==> src/rtl/text_console_writer_if.sv <==
// Character-stream producer and text-RAM write port of the console writer.
// The slave side is the writer; the master side is whoever feeds it bytes.
interface text_console_writer_if;
    logic [7:0]  ch_data;
    logic        ch_valid;
    logic        ch_ready;
    logic [10:0] mem_addr;
    logic [7:0]  mem_data;
    logic        mem_wren;
    logic [5:0]  cursor_x;
    logic [4:0]  cursor_y;
    logic        busy;

    modport master (
        output ch_data, ch_valid,
        input  ch_ready, mem_addr, mem_data, mem_wren, cursor_x, cursor_y, busy
    );

    modport slave (
        input  ch_data, ch_valid,
        output ch_ready, mem_addr, mem_data, mem_wren, cursor_x, cursor_y, busy
    );
endinterface

==> src/rtl/text_console_writer.sv <==
// ASCII stream to 64x24 glyph-index text RAM writer with cursor handling,
// full-screen clear on reset/form-feed and per-row clear on line advance.
module text_console_writer #(
    parameter int COLS  = 64,
    parameter int ROWS  = 24,
    parameter int DEPTH = 1536
) (
    input  logic                  CLOCK_50,
    input  logic                  RESET,
    text_console_writer_if.slave  bus
);

    typedef enum logic [1:0] {
        CLEAR  = 2'd0,
        IDLE   = 2'd1,
        ROWCLR = 2'd2
    } state_t;

    state_t      state_reg, state_next;
    logic [10:0] cnt_reg, cnt_next;
    logic [5:0]  x_reg, x_next;
    logic [4:0]  y_reg, y_next;
    logic [10:0] addr_reg, addr_next;
    logic [7:0]  data_reg, data_next;
    logic        wren_reg, wren_next;

    logic [4:0]  glyph_lut [256];
    logic [4:0]  y_adv;
    logic        is_print;

    // Byte-to-glyph table: letters of either case map to 1..26, all else 0.
    generate
        for (genvar gi = 0; gi < 256; gi++) begin : g_glyph
            if (gi >= 65 && gi <= 90) begin : g_upper
                assign glyph_lut[gi] = 5'(gi - 64);
            end else if (gi >= 97 && gi <= 122) begin : g_lower
                assign glyph_lut[gi] = 5'(gi - 96);
            end else begin : g_other
                assign glyph_lut[gi] = 5'd0;
            end
        end
    endgenerate

    assign y_adv    = (y_reg == 5'(ROWS - 1)) ? 5'd0 : y_reg + 5'd1;
    assign is_print = (bus.ch_data >= 8'h20) && (bus.ch_data <= 8'h7E);

    always_ff @(posedge CLOCK_50 or posedge RESET) begin
        if (RESET) begin
            state_reg <= CLEAR;
            cnt_reg   <= 11'd0;
            x_reg     <= 6'd0;
            y_reg     <= 5'd0;
            addr_reg  <= 11'd0;
            data_reg  <= 8'd0;
            wren_reg  <= 1'b0;
        end else begin
            state_reg <= state_next;
            cnt_reg   <= cnt_next;
            x_reg     <= x_next;
            y_reg     <= y_next;
            addr_reg  <= addr_next;
            data_reg  <= data_next;
            wren_reg  <= wren_next;
        end
    end

    // Both clear states issue one write per count and spend one extra
    // write-free cycle at the terminal count before handing back to IDLE.
    always_comb begin
        state_next = state_reg;
        cnt_next   = cnt_reg;
        x_next     = x_reg;
        y_next     = y_reg;
        addr_next  = addr_reg;
        data_next  = 8'd0;
        wren_next  = 1'b0;

        case (state_reg)
            CLEAR: begin
                if (cnt_reg < 11'(DEPTH)) begin
                    wren_next = 1'b1;
                    addr_next = cnt_reg;
                    cnt_next  = cnt_reg + 11'd1;
                end else begin
                    state_next = IDLE;
                    cnt_next   = 11'd0;
                    x_next     = 6'd0;
                    y_next     = 5'd0;
                end
            end

            ROWCLR: begin
                if (cnt_reg < 11'(COLS)) begin
                    wren_next = 1'b1;
                    addr_next = {y_reg, cnt_reg[5:0]};
                    cnt_next  = cnt_reg + 11'd1;
                end else begin
                    state_next = IDLE;
                    cnt_next   = 11'd0;
                end
            end

            IDLE: begin
                if (bus.ch_valid) begin
                    if (is_print) begin
                        wren_next = 1'b1;
                        addr_next = {y_reg, x_reg};
                        data_next = {3'd0, glyph_lut[bus.ch_data]};
                        if (x_reg == 6'(COLS - 1)) begin
                            x_next     = 6'd0;
                            y_next     = y_adv;
                            state_next = ROWCLR;
                            cnt_next   = 11'd0;
                        end else begin
                            x_next = x_reg + 6'd1;
                        end
                    end else begin
                        case (bus.ch_data)
                            8'h0A: begin
                                // LF has no glyph, so its first row-clear
                                // write goes out on the accept edge itself.
                                x_next     = 6'd0;
                                y_next     = y_adv;
                                wren_next  = 1'b1;
                                addr_next  = {y_adv, 6'd0};
                                state_next = ROWCLR;
                                cnt_next   = 11'd1;
                            end
                            8'h0D: x_next = 6'd0;
                            8'h08: begin
                                if (x_reg != 6'd0) begin
                                    x_next    = x_reg - 6'd1;
                                    wren_next = 1'b1;
                                    addr_next = {y_reg, x_reg - 6'd1};
                                end
                            end
                            8'h0C: begin
                                x_next     = 6'd0;
                                y_next     = 5'd0;
                                state_next = CLEAR;
                                cnt_next   = 11'd0;
                            end
                            default: ;
                        endcase
                    end
                end
            end

            default: begin
                state_next = CLEAR;
                cnt_next   = 11'd0;
            end
        endcase
    end

    assign bus.ch_ready = (state_reg == IDLE);
    assign bus.busy     = (state_reg == CLEAR) || (state_reg == ROWCLR);
    assign bus.mem_addr = addr_reg;
    assign bus.mem_data = data_reg;
    assign bus.mem_wren = wren_reg;
    assign bus.cursor_x = x_reg;
    assign bus.cursor_y = y_reg;

endmodule

==> src/flat_wrapper.sv <==
// flat-port wrapper written by rule: the top's interface ports become plain ports
module text_console_writer_flat 
#(
    parameter int COLS  = 64,
    parameter int ROWS  = 24,
    parameter int DEPTH = 1536
)
  (CLOCK_50, RESET, bus_ch_data, bus_ch_valid, bus_ch_ready, bus_mem_addr, bus_mem_data, bus_mem_wren, bus_cursor_x, bus_cursor_y, bus_busy);
  text_console_writer_if bus_i ();
  input  logic CLOCK_50;
  input  logic RESET;
  input wire logic [$bits(bus_i.ch_data)-1:0] bus_ch_data;
  input wire logic [$bits(bus_i.ch_valid)-1:0] bus_ch_valid;
  output wire logic [$bits(bus_i.ch_ready)-1:0] bus_ch_ready;
  output wire logic [$bits(bus_i.mem_addr)-1:0] bus_mem_addr;
  output wire logic [$bits(bus_i.mem_data)-1:0] bus_mem_data;
  output wire logic [$bits(bus_i.mem_wren)-1:0] bus_mem_wren;
  output wire logic [$bits(bus_i.cursor_x)-1:0] bus_cursor_x;
  output wire logic [$bits(bus_i.cursor_y)-1:0] bus_cursor_y;
  output wire logic [$bits(bus_i.busy)-1:0] bus_busy;
  assign bus_i.ch_data = bus_ch_data;
  assign bus_i.ch_valid = bus_ch_valid;
  assign bus_ch_ready = bus_i.ch_ready;
  assign bus_mem_addr = bus_i.mem_addr;
  assign bus_mem_data = bus_i.mem_data;
  assign bus_mem_wren = bus_i.mem_wren;
  assign bus_cursor_x = bus_i.cursor_x;
  assign bus_cursor_y = bus_i.cursor_y;
  assign bus_busy = bus_i.busy;
  text_console_writer #(.COLS(COLS), .ROWS(ROWS), .DEPTH(DEPTH)) u_core (.CLOCK_50(CLOCK_50), .RESET(RESET), .bus(bus_i));
endmodule
==> config.mk <==
export PLATFORM = sky130hd
export DESIGN_NAME = text_console_writer_flat
export DESIGN_NICKNAME = d
export VERILOG_FILES = /design/src/rtl/text_console_writer_if.sv /design/src/rtl/text_console_writer.sv /design/src/flat_wrapper.sv
export SDC_FILE = /design/constraint.sdc
export NUM_CORES = 1
export LEC_CHECK = 0
export BUFFER_PORTS_ARGS = -buffer_cell sky130_fd_sc_hd__buf_2
export CORE_MARGIN = 10
export CORE_UTILIZATION = 62
export DETAILED_ROUTE_END_ITERATION = 10
export PLACE_DENSITY = 0.82
export SLEW_MARGIN = 0
export SYNTH_ARGS = -nofsm -noshare
export SYNTH_HDL_FRONTEND = slang
export SYNTH_SLANG_ARGS = --single-unit
==> constraint.sdc <==
create_clock -name CLOCK_50 -period 4.6 [get_ports CLOCK_50]
set_clock_uncertainty 0.05 [all_clocks]
set_input_delay 0.46 -clock CLOCK_50 [delete_from_list [all_inputs] [get_ports CLOCK_50]]
set_output_delay 0.46 -clock CLOCK_50 [all_outputs]
set_load 0.03 [all_outputs]
==> flow_summary.json <==
{
  "ys_types": 65,
  "hold_path.class": "input pin to asynchronous set/reset pin",
  "setup_slack_ns": 1.69,
  "arrival_ns": 3.04,
  "p_leak_nw": 1.37,
  "cts_resized": 0,
  "dr.pass1.iters": 6,
  "slew_headroom_pct": 20.2,
  "synth_area_per_cell_sq_um": 8.36,
  "die_area_sq_um": 7890,
  "ios": 44,
  "area_growth_pct": 9.72,
  "seq_area_sq_um": 1030,
  "clock-root-buffer": "clkbuf_8",
  "synth.most_common_cell": "dfrtp_1",
  "hold_slack_ns": 0.240,
  "peakVddDrop_v": 0.000140,
  "drt-initial-drc-count": 436,
  "fin_crit_sh_pct": 63.3,
  "outcome": "finished clean",
  "clkSlewWorstSetupHoldPaths_ns": 0.08,
  "overflow": 0,
  "cap_violations": 0,
  "final_hold_viol_count": 0,
  "dp_hpwl_mm": 6.04,
  "synth_top_area_cell": "dfrtp_1",
  "fin_nets": 402,
  "rsz0062_at_grt": "false",
  "grt_pass1_wl_mm": 13.5,
  "antenna_found_initial": 0,
  "start_util_pct": 65.6,
  "viasPerCell": 7.00,
  "final_cells": 434,
  "vias": 3040,
  "critPathMaxStageDelay_ns": 0.53,
  "final_max_slew_viol_count": 0,
  "cp_data_required_time_ns": 4.73,
  "portBuffers": 40,
  "n_fill_cell": 352,
  "synth_flop_cell": "dfrtp_1",
  "cts_hold_buf": 0,
  "drc": 0,
  "gp_congestion": 0.931,
  "crit_start": "u_core.state_reg[1]$_DFFE_PP0P_",
  "utilization_pct": 72.0,
  "cts.sinks": 41,
  "multi_input_area_sq_um": 1760,
  "synth_edf_count": 0,
  "cts_buffers": 5,
  "clock_latency_ns": 0.29,
  "synthArstFlopShare_pct": 100,
  "setup_viol": 0,
  "die_y_um": 88.8,
  "postLayoutCellArea_sq_um": 3220,
  "path_cells": "inv_1, ha_1, inv_1, nor2_1, or3_1, nor3_1, mux2_2",
  "pwr_density_cell_nw_per_um2": 201,
  "min_period_ns": 2.91,
  "path_class": "flop to flop",
  "pre_cts_ws_ns": 1.62,
  "crit_top_cell": "inv_1",
  "crit_path_end_kind": "flop",
  "total_power_mw": 0.649,
  "antennaDiodeCount": 0,
  "synth_common_cells": "41 x dfrtp_1, 32 x nand2_1, 27 x nor2_1",
  "tightest_slew_ns": 1.18,
  "grt_pass1_vias": 2764,
  "timing.rr.start": "u_core.state_reg[1]$_DFFE_PP0P_",
  "synth_cells": 351,
  "post_drt_wl_per_cell_um": 18.9,
  "cp_max_fo": 16,
  "dp.cells": 426,
  "drt-total-wl_mm": 8.22,
  "ys_ff_latch": 41,
  "fin_setup_tns_ns": 0,
  "synthesis.area_sq_um": 2940,
  "yosysWarnings": 0,
  "core_area_sq_um": 4470,
  "grt_max_degree": 42,
  "clk_path_buf_depth": 2,
  "cts_tree": "built",
  "synthTopCellsByArea": "dfrtp_1 35%, o31ai_1 4.6%, ha_1 4.3%",
  "crit_path_start_kind": "flop",
  "crit_slowest_cell": "or3_1",
  "yosysTopAreaCellShare_pct": 35.0,
  "track_usage_pct": 21.3,
  "dpl-instance-area_sq_um": 3140,
  "htreeDepth": 2,
  "fmax_mhz": 343,
  "layout-drive-gt1-share_pct": 17.0,
  "yosysSeqAreaShare_pct": 35.0,
  "cts_setup_buffers": 0,
  "num_rows": 24,
  "drt.antenna.violating_nets": 0,
  "die_w_um": 88.8
}
## layout make-up
cell class / instances / area share (%)
multi-input cells: 273 / 54.5
inverters: 16 / 1.86
well taps: 52 / 2.02
flip-flops and latches: 41 / 31.9
clock buffers: 6 / 2.25
repair buffers: 44 / 7.15
clock inverters: 2 / 0.311
## cells by family (layout without fill, tap and decap cells)
logic type,count (synthesis),in the layout,share of synthesized area [%]
and+or+nand+nor,130,130,22.5
AOI/OAI and AO/OA,119,119,28.8
DFF,41,41,35.0
buffers and inverters,39,68,5.46
adders and majority gates,10,10,4.26
muxes,10,10,3.67
other,1,3,0.128
xor gates and xnor gates,1,1,0.298
## worst paths after layout
check                      slack, ns                                  to  depth (start not counted)
max in group asynchronous       3.91  u_core.bus.mem_addr[9]$_DFFE_PP0P_                          3
min in group CLOCK_50           0.36    u_core.bus.mem_data[3]$_DFF_PP0_                          2
setup / recovery                1.69  u_core.bus.cursor_y[3]$_DFFE_PP0P_                          7
hold reg to reg                 0.47  u_core.bus.mem_addr[1]$_DFFE_PP0P_                          1
hold / removal                  0.24       u_core.cnt_reg[1]$_DFFE_PP0P_                          3
setup reg to reg                1.69  u_core.bus.cursor_y[3]$_DFFE_PP0P_                          7
## power breakdown
group | internal, mW | leakage (nW) | total (mW) | switching (mW)
registers | 0.361 | 0.525 | 0.362 | 0.00148
clock network | 0.105 | 0.0450 | 0.230 | 0.125
logic | 0.0152 | 0.802 | 0.0565 | 0.0413
## metal layers
metal | GRT usage [%] | wire [um] | up-vias
li1 | - | - | 1393
met1 | 29.1 | 3460 | 1433
met3 | 4.04 | 796 | 18
met5 | 0 | 0 | -
met4 | 6.90 | 145 | 0
met2 | 32.9 | 3810 | 196
## critical path: cells and delay by family (launching register included)
kind                     cells  cell delay [ns]
AND/OR/NAND/NOR              3             1.06
flip-flops                   1             0.40
adder cells (fa/ha/maj)      1             0.38
multiplexers                 1             0.38
buffers and inverters        2             0.53
## cells in the final DEF, fill, tap and decap left out, types with 4 or more instances in the layout
master,synthesis,final
a21oi_1,17,17
a31oi_1,13,13
and3_1,6,6
buf_2,2,40
buf_4,3,4
clkbuf_8,0,5
dfrtp_1,41,41
ha_1,10,10
inv_1,16,16
mux2_2,6,6
mux2i_1,4,4
nand2_1,32,32
nand2b_1,7,7
nand3_1,14,14
nor2_1,27,27
nor3_1,15,15
nor4_1,5,5
o211ai_1,4,4
o21ai_0,21,21
o31ai_1,18,18
o41ai_1,7,7
Note: power is estimated with default switching activity, not from simulation.
